**config.mk**
```make
export PLATFORM = sky130hd
export DESIGN_NAME = flag_write_ctrl
export DESIGN_NICKNAME = d
export VERILOG_FILES = /design/src/rtl/flag_write_ctrl.sv
export SDC_FILE = /design/constraint.sdc
export NUM_CORES = 1
export LEC_CHECK = 0
export CORE_MARGIN = 2
export CORE_UTILIZATION = 45
export CTS_CLUSTER_SIZE = 10
export DETAILED_ROUTE_END_ITERATION = 7
export PLACE_DENSITY = 0.76
export SYNTH_ARGS = -nofsm -noshare
export SYNTH_HDL_FRONTEND = slang
export SYNTH_SLANG_ARGS = --single-unit
```
**constraint.sdc**
```tcl
create_clock -name CLK -period 2.9 [get_ports CLK]
set_clock_uncertainty 0.1 [all_clocks]
set_input_delay 0.58 -clock CLK [delete_from_list [all_inputs] [get_ports CLK]]
set_output_delay 0.58 -clock CLK [all_outputs]
set_load 0.05 [all_outputs]
```
**src/rtl/flag_write_ctrl.sv**
```systemverilog
// flag_write_ctrl: sequences and arbitrates all writes into the 8-bit Flag register.
// Optional: define FLAG_WRITE_CTRL_RR_EN for round-robin sw/alu arbitration.
module flag_write_ctrl #(
    parameter int DEPTH = 4,
    parameter int DW    = 8
) (
    input  logic                   CLK,
    input  logic                   Reset,
    input  logic [DW-1:0]          flag_cur,
    input  logic                   alu_req,
    input  logic [DW-1:0]          alu_flags,
    input  logic [DW-1:0]          alu_mask,
    input  logic                   sw_req,
    input  logic [DW-1:0]          sw_flags,
    input  logic                   save_req,
    input  logic                   restore_req,
    output logic                   alu_gnt,
    output logic                   sw_gnt,
    output logic                   save_ack,
    output logic                   restore_ack,
    output logic [DW-1:0]          Flagin,
    output logic                   wrflag,
    output logic [$clog2(DEPTH):0] stk_cnt,
    output logic                   stk_err
);

    localparam int AW = $clog2(DEPTH);
    localparam int CW = AW + 1;

    logic [DW-1:0] stk_mem [DEPTH];

    logic [DW-1:0] base;
    logic [DW-1:0] alu_val;
    logic [DW-1:0] merged;
    logic [DW-1:0] push_val;
    logic [DW-1:0] pop_val;
    logic [AW-1:0] push_idx;
    logic [AW-1:0] pop_idx;
    logic          stk_empty;
    logic          stk_full;
    logic          sw_win;
    logic          wr_slot;
    logic          do_push;
    logic          do_pop;
    logic          stk_fault;

    // A write still sitting in Flagin has not reached the Flag register yet
    assign base    = wrflag ? Flagin : flag_cur;
    assign alu_val = (base & ~alu_mask) | (alu_flags & alu_mask);

    assign stk_empty = (stk_cnt == '0);
    assign stk_full  = (stk_cnt == CW'(DEPTH));
    assign push_idx  = AW'(stk_cnt);
    assign pop_idx   = AW'(stk_cnt - CW'(1));
    assign pop_val   = stk_mem[pop_idx];

`ifdef FLAG_WRITE_CTRL_RR_EN
    logic last_alu;

    // sw wins a collision only when the ALU took the previous grant
    assign sw_win = sw_req & (~alu_req | last_alu);

    // Remember which of sw/alu won most recently
    always_ff @(posedge CLK) begin
        if (Reset) begin
            last_alu <= 1'b1;
        end else if (alu_gnt) begin
            last_alu <= 1'b1;
        end else if (sw_gnt) begin
            last_alu <= 1'b0;
        end
    end
`else
    assign sw_win = sw_req;
`endif

    // Grant arbitration: restore first, then sw/alu; save rides alongside
    always_comb begin
        alu_gnt     = 1'b0;
        sw_gnt      = 1'b0;
        save_ack    = 1'b0;
        restore_ack = 1'b0;
        if (!Reset) begin
            restore_ack = restore_req;
            save_ack    = save_req & ~restore_req;
            sw_gnt      = ~restore_req & sw_win;
            alu_gnt     = ~restore_req & alu_req & ~sw_win;
        end
    end

    // Value the register will hold after this cycle and stack side effects
    always_comb begin
        merged    = sw_gnt ? sw_flags : alu_val;
        wr_slot   = sw_gnt | alu_gnt;
        push_val  = wr_slot ? merged : base;
        do_push   = save_ack & ~stk_full;
        do_pop    = restore_ack & ~stk_empty;
        stk_fault = (save_ack & stk_full) | (restore_ack & stk_empty);
    end

    // Flag register write port: one-cycle strobe with the merged value
    always_ff @(posedge CLK) begin
        if (Reset) begin
            Flagin <= '0;
            wrflag <= 1'b0;
        end else if (do_pop) begin
            Flagin <= pop_val;
            wrflag <= 1'b1;
        end else if (wr_slot) begin
            Flagin <= merged;
            wrflag <= 1'b1;
        end else begin
            wrflag <= 1'b0;
        end
    end

    // Stack occupancy saturates at 0..DEPTH; misuse latches stk_err
    always_ff @(posedge CLK) begin
        if (Reset) begin
            stk_cnt <= '0;
            stk_err <= 1'b0;
        end else begin
            if (do_push) begin
                stk_cnt <= stk_cnt + CW'(1);
            end else if (do_pop) begin
                stk_cnt <= stk_cnt - CW'(1);
            end
            if (stk_fault) begin
                stk_err <= 1'b1;
            end
        end
    end

    // Shadow stack storage; contents are don't-care after reset
    always_ff @(posedge CLK) begin
        if (do_push) begin
            stk_mem[push_idx] <= push_val;
        end
    end

endmodule

```
==> results of run 1 <==
[cell usage in the layout (no fill, tap or decap)]
cell type        count
a22oi_1              1
nor3b_4              2
edfxtp_1            32
a21o_1               1
clkinv_1             2
a21oi_1             11
and2_1               1
o21ai_0              2
a221oi_1             1
inv_1               17
ha_1                 6
nor4b_2              1
nor3_1               1
xnor2_1              1
nand3_1              1
nand2b_1             3
buf_12               4
and3_1               3
clkbuf_8             5
mux4_2               8
a211oi_1            14
nor2b_1              9
nand2_1              3
o21ai_2              1
clkdlybuf4s50_1     50
o21a_1               1
nor2_1              12
and3_4               1
buf_4                4
clkinv_2             1
mux2i_1              8
a211oi_2             2
dfxtp_1             13
o32ai_1              7
[sequential cells by signal (all words and copies together), names as in the netlist]
signal	count
Flagin	8
stk_cnt	3
stk_err	1
stk_mem	32
wrflag	1
[synth_stat cells (2+ instances only)]
cell	n
a211oi_1	14
a211oi_2	2
a21oi_1	11
and3_1	3
buf_2	2
buf_6	3
clkbuf_1	2
dfxtp_1	13
edfxtp_1	32
ha_1	6
inv_1	17
mux2i_1	8
mux4_2	8
nand2_1	3
nand2b_1	3
nor2_1	12
nor2b_1	9
nor3b_4	2
o21ai_0	2
o32ai_1	7
[final timing paths]
kind,slack [ns],end,depth (start not counted)
worst min-delay path,0.43,stk_err,2
worst min register to register,0.43,stk_err,2
worst max-delay path,0.32,alu_gnt,3
worst max register to register,0.95,stk_cnt[1],7
[power groups by stage]
| stage | Combinational, mW | Clock (mW) | Sequential, mW |
|---|---|---|---|
| after floorplan | 0.521 | 0 | 1.11 |
| after global placement | 1.06 | 0 | 0.887 |
| after detailed placement | 1.07 | 0 | 0.888 |
| after CTS | 1.07 | 0.374 | 0.874 |
| after global routing | 1.15 | 0.403 | 0.886 |
| final | 1.06 | 0.359 | 0.873 |
[metal layers]
layer / up-vias / part of all wire / global-route usage
li1: 766 / - / -
met1: 703 / 0.49 / 0.2351
met2: 46 / 0.43 / 0.2391
met3: 4 / 0.072 / 0.05691
met4: 0 / 0.0097 / 0.05455
met5: - / 0 / 0
[critical path: cells and delay by family]
kind	cells	cell delay (ns)
simple gates	1	0.51
buf+inv	2	0.80
[cell families (layout without fill, tap and decap cells)]
group | Yosys count | in the layout | synth area share
AO/OA/AOI/OAI | 41 | 41 | 0.1343
XOR/XNOR | 1 | 1 | 0.003967
AND/OR/NAND/NOR | 37 | 37 | 0.1014
flip-flops | 45 | 45 | 0.5530
buffers and inverters | 25 | 83 | 0.05553
multiplexers | 16 | 16 | 0.1178
adder cells (fa/ha/maj) | 6 | 6 | 0.03399
[per-stage QoR]
step | hold slack, ns | power, mW | instances | area, sq um | utilization
4_1_cts | 0.4318 | 2.318 | 296 | 2932 | 0.6207
3_5_place_dp | 0.4120 | 1.957 | 288 | 2850 | 0.6034
3_3_place_gp | 0.4150 | 1.946 | 288 | 2850 | 0.6034
6_report | 0.4292 | 2.294 | 296 | 2932 | 0.6207
2_1_floorplan | 0.5583 | 1.636 | 171 | 2215 | -
5_1_grt | 0.4624 | 2.443 | 296 | 2932 | 0.6207
[layout make-up]
class                   count  area, sq um  area share
flip-flops and latches     45         1221      0.4166
well taps                  67        83.83     0.02860
inverters                  17        63.81     0.02177
repair buffers             58        610.6      0.2083
clock buffers               5        68.82     0.02347
multi-input cells         101        870.8      0.2971
clock inverters             3        12.51    0.004268
==> reports/results.md, run 1 <==
• **total clock buffers created by CTS** 5
• **library cell occupying the most area in the post-synthesis netlist** edfxtp_1
• **total congestion overflow** 0
• **power share of the sequential group** 0.380
• **Cell Rows** 25
• **gp weighted congestion** 0.8180
• **RSZ-0062 raised after global routing** false
• **proportion of total power due to net switching** 0.3811
• **fill count** 372
• **worst path arrival time** 1.90 ns
• **worst slack after detailed placement** 0.2700 ns
• **Crit path largest cell delay** 0.61 ns
• **list of cells traversed by the critical path** clkdlybuf4s50_1, nor4b_2, buf_12
• **total wire length** 4.334 mm
• **Total Neg Setup Slack** 0 ns
• **clock network latency to the later pin of the worst-skew pair** 0.29 ns
• **status** complete, no violations
• **cell leakage power** 1.039 nW
• **clock input transition at the sequential cells of the worst setup and hold paths** 0.08 ns
• **post-route antenna net violation count** 0
• **Ant. Diodes** 0
• **share of synthesized area occupied by flip-flops and latches** 0.5530
• **fraction of final layout cells sized beyond drive strength 1** 0.1266
• **number of top-level design ports** 55
• **number of global-route vias before repair** 1,387
• **Worst Setup Start Kind** primary input
• **depth of the CTS H-tree** 2
• **post-DR vias/cell** 5.132
• **clock network power share** 0.156
• **number of standard cells after synthesis** 171
• **Post-CTS Setup Repair Bufs** 0
• **Async SR Flop Fraction** 0
• **length of the first detailed-routing pass in iterations** 4
• **Area Overhead vs Synth** 32.75%
• **maximum clock frequency** 388.1 MHz
• **clk sinks** 45
• **Longest Clk Path Bufs** 2
• **post-route worst setup slack** 0.3233 ns
• **Worst R2R Start** stk_cnt[0]
• **element type at the critical path end** output pin
• **Setup CP Type** in -> out
• **Mean Syn Cell Area** 12.91 sq um
• **number of storage elements in the synthesis netlist** 45
• **Chip Height** 74.06 um
• **maximum number of pins on one net before global-route repair** 17
• **switching power total** 874.1 uW
• **final critical-path share of the clock period** 0.8885
• **Worst VDD drop** 0.3747 mV
• **horizontal die dimension** 74.06 um
• **worst min-delay path startpoint** stk_err
• **Worst path slowest cell** clkdlybuf4s50_1
• **Worst Path Max Fanout** 8
• **starting density of the core** 0.4675
• **Std-Cell Core Area** 4723 sq um
• **Required @ worst endpoint** 2.22 ns
• **# hold bufs at CTS** 0
• **die area** 5484 sq um
• **crit path launch** restore_req
• **worst-margin pin slew** 0.6222 ns
• **total track usage** 0.1653
• **via count** 1,519
• **number of warnings issued by yosys** 0
• **HPWL Detailed** 3.208 mm
• **number of antenna violations at the first check in global routing** 0
• **number of endpoints failing setup at the final stage** 0
• **global-route wire length before repair** 6.651 mm
• **internal power contribution** 1.420 mW
• **fraction of synthesized cell area taken by the top area cell type** 0.4351
• **post-layout minimum cycle time** 2.577 ns
• **DRT iter0 DRCs** 54
• **clock tree from TritonCTS** yes
• **input/output buffers** 54
• **library cell used as clock root buffer** clkbuf_8
• **number of flops mapped to enable cells by yosys** 32
• **primary flip-flop cell chosen by synthesis mapping** edfxtp_1
• **net count reported at finish** 272
• **min-delay worst type** reg -> reg
• **DRC Markers** 0
• **worst relative slew slack** 0.5852
• **count of distinct cell types in the synthesized netlist** 32
• **count of max-cap constraint violations** 0
• **Slew Viols, Final** 0
• **P per Cell Area** 782.4 nW/um^2
• **quantity of gates resized following cts** 0
• **synth top area cells** edfxtp_1 44%, dfxtp_1 12%, mux4_2 8.2%
• **final-report hold violation count** 0
• **average routed wire per standard cell** 14.64 um
• **Synth Net Count** 215
• **total standard cell area after synthesis** 2208 sq um
• **fraction of power consumed by combinational cells** 0.463
No activity file was read; power rests on OpenSTA's default activity.
==> inputs of run 2 (changes only) <==
--- a/config.mk
+++ b/config.mk
@@ -7,9 +7,10 @@
 export LEC_CHECK = 0
 export CORE_MARGIN = 2
 export CORE_UTILIZATION = 45
+export CTS_BUF_LIST = sky130_fd_sc_hd__clkbuf_8
 export CTS_CLUSTER_SIZE = 10
 export DETAILED_ROUTE_END_ITERATION = 7
-export PLACE_DENSITY = 0.76
+export PLACE_DENSITY_LB_ADDON = 0.12
 export SYNTH_ARGS = -nofsm -noshare
 export SYNTH_HDL_FRONTEND = slang
 export SYNTH_SLANG_ARGS = --single-unit
==> reports/results.md, run 2 (synthesized netlist as in run 1, its figures left out) <==
• **Worst Path Max Fanout** 8
• **total congestion overflow** 0
• **worst-margin pin slew** 0.6454 ns
• **gp weighted congestion** 0.7535
• **number of top-level design ports** 55
• **clock network latency to the later pin of the worst-skew pair** 0.30 ns
• **DRT iter0 DRCs** 60
• **Crit path largest cell delay** 0.61 ns
• **depth of the CTS H-tree** 2
• **maximum clock frequency** 389.8 MHz
• **Chip Height** 74.06 um
• **via count** 1,499
• **clock input transition at the sequential cells of the worst setup and hold paths** 0.08 ns
• **maximum number of pins on one net before global-route repair** 17
• **final-report hold violation count** 0
• **status** complete, no violations
• **fraction of final layout cells sized beyond drive strength 1** 0.1354
• **HPWL Detailed** 3.516 mm
• **Worst VDD drop** 0.7068 mV
• **highest-count cells in the layout ignoring fill and taps** 50 x clkdlybuf4s50_1, 32 x edfxtp_1, 17 x inv_1
• **number of antenna violations at the first check in global routing** 0
• **Ant. Diodes** 0
• **cell leakage power** 1.040 nW
• **Required @ worst endpoint** 2.22 ns
• **number of endpoints failing setup at the final stage** 0
• **max reg flops** 32
• **Cell Rows** 25
• **post-DR vias/cell** 5.064
• **worst path arrival time** 1.89 ns
• **Slew Viols, Final** 0
• **element type at the critical path end** output pin
• **total power** 2.325 mW
• **Worst path slowest cell** clkdlybuf4s50_1
• **horizontal die dimension** 74.06 um
• **number of global-route vias before repair** 1,500
• **Longest Clk Path Bufs** 2
• **clock tree from TritonCTS** yes
• **clk sinks** 45
• **total clock buffers created by CTS** 5
• **Setup CP Type** in -> out
• **leading cell type in the layout, fill and taps excluded** clkdlybuf4s50_1
• **average routed wire per standard cell** 15.80 um
• **post-layout minimum cycle time** 2.566 ns
• **global-route wire length before repair** 7.445 mm
• **count of max-cap constraint violations** 0
• **quantity of gates resized following cts** 0
• **# hold bufs at CTS** 0
• **total track usage** 0.1832
• **post-route antenna net violation count** 0
• **library cell used as clock root buffer** clkbuf_8
• **net count reported at finish** 272
• **worst relative slew slack** 0.5697
• **Post-CTS Setup Repair Bufs** 0
• **Most flops, register** stk_mem
• **Total Neg Setup Slack** 0 ns
• **Area Overhead vs Synth** 32.97%
• **largest registers** stk_mem (32), Flagin (8), stk_cnt (3)
• **Std-Cell Core Area** 4723 sq um
• **starting density of the core** 0.4675
• **min-delay worst type** reg -> reg
• **Worst Setup Start Kind** primary input
• **input/output buffers** 54
• **RSZ-0062 raised after global routing** false
• **P per Cell Area** 791.7 nW/um^2
• **die area** 5484 sq um
• **final critical-path share of the clock period** 0.8847
• **list of cells traversed by the critical path** clkdlybuf4s50_1, nor4b_2, buf_12
• **length of the first detailed-routing pass in iterations** 4
• **total wire length** 4.678 mm
• **DRC Markers** 0
• **Hold WS** 0.4413 ns
[run 2: layout make-up]
class                           count  area, sq um
Inverter                           17        63.81
Clock buffer                        5        68.82
Sequential cell                    45         1221
Tap cell                           67        83.83
Multi-Input combinational cell    101        870.8
Fill cell                         357         1787
Timing Repair Buffer               58        610.6
Clock inverter                      3        17.52
[run 2: metal layers]
layer / track usage / part of all wire / vias to the layer above
li1: - / - / 752
met1: 0.2596 / 0.47 / 685
met2: 0.2768 / 0.43 / 55
met3: 0.04878 / 0.093 / 7
met4: 0.06061 / 0.012 / 0
met5: 0 / 0 / -
[run 2: final timing paths]
| kind | cells after the start | slack, ns | start | to |
|---|---|---|---|---|
| hold / removal | 2 | 0.44 | stk_err | stk_err |
| setup reg to reg | 7 | 0.79 | stk_cnt[0] | Flagin[7] |
| setup / recovery | 3 | 0.33 | restore_req | alu_gnt |
| hold reg to reg | 2 | 0.44 | stk_err | stk_err |
[run 2: metrics by stage]
| step | setup WS [ns] | utilization | cell area, sq um | instances |
|---|---|---|---|---|
| 3_3_place_gp | 0.3147 | 0.6034 | 2850 | 288 |
| 5_1_grt | 0.2661 | 0.6217 | 2937 | 296 |
| 2_1_floorplan | 0.4622 | - | 2215 | 171 |
| 6_report | 0.3344 | 0.6217 | 2937 | 296 |
| 3_5_place_dp | 0.2398 | 0.6034 | 2850 | 288 |
| 4_1_cts | 0.3251 | 0.6217 | 2937 | 296 |
[run 2: where the power goes]
group | internal, mW | leakage, nW | switching [mW]
combinational | 0.448 | 0.599 | 0.634
sequential | 0.811 | 0.397 | 0.0599
clock | 0.166 | 0.0439 | 0.206
[run 2: critical path: cells and delay by family]
| family | cells | cell delay [ns] |
|---|---|---|
| buffers and inverters | 2 | 0.80 |
| and+or+nand+nor | 1 | 0.50 |
==> inputs of run 3 (changes only) <==
--- a/config.mk
+++ b/config.mk
@@ -10,7 +10,9 @@
 export CTS_BUF_LIST = sky130_fd_sc_hd__clkbuf_8
 export CTS_CLUSTER_SIZE = 10
 export DETAILED_ROUTE_END_ITERATION = 7
+export GPL_ROUTABILITY_DRIVEN = 0
 export PLACE_DENSITY_LB_ADDON = 0.12
+export SKIP_CTS_REPAIR_TIMING = 1
 export SYNTH_ARGS = -nofsm -noshare
 export SYNTH_HDL_FRONTEND = slang
 export SYNTH_SLANG_ARGS = --single-unit
==> results of run 3 <==
No change in the layout: final DEF, timing and power equal those of run 2.
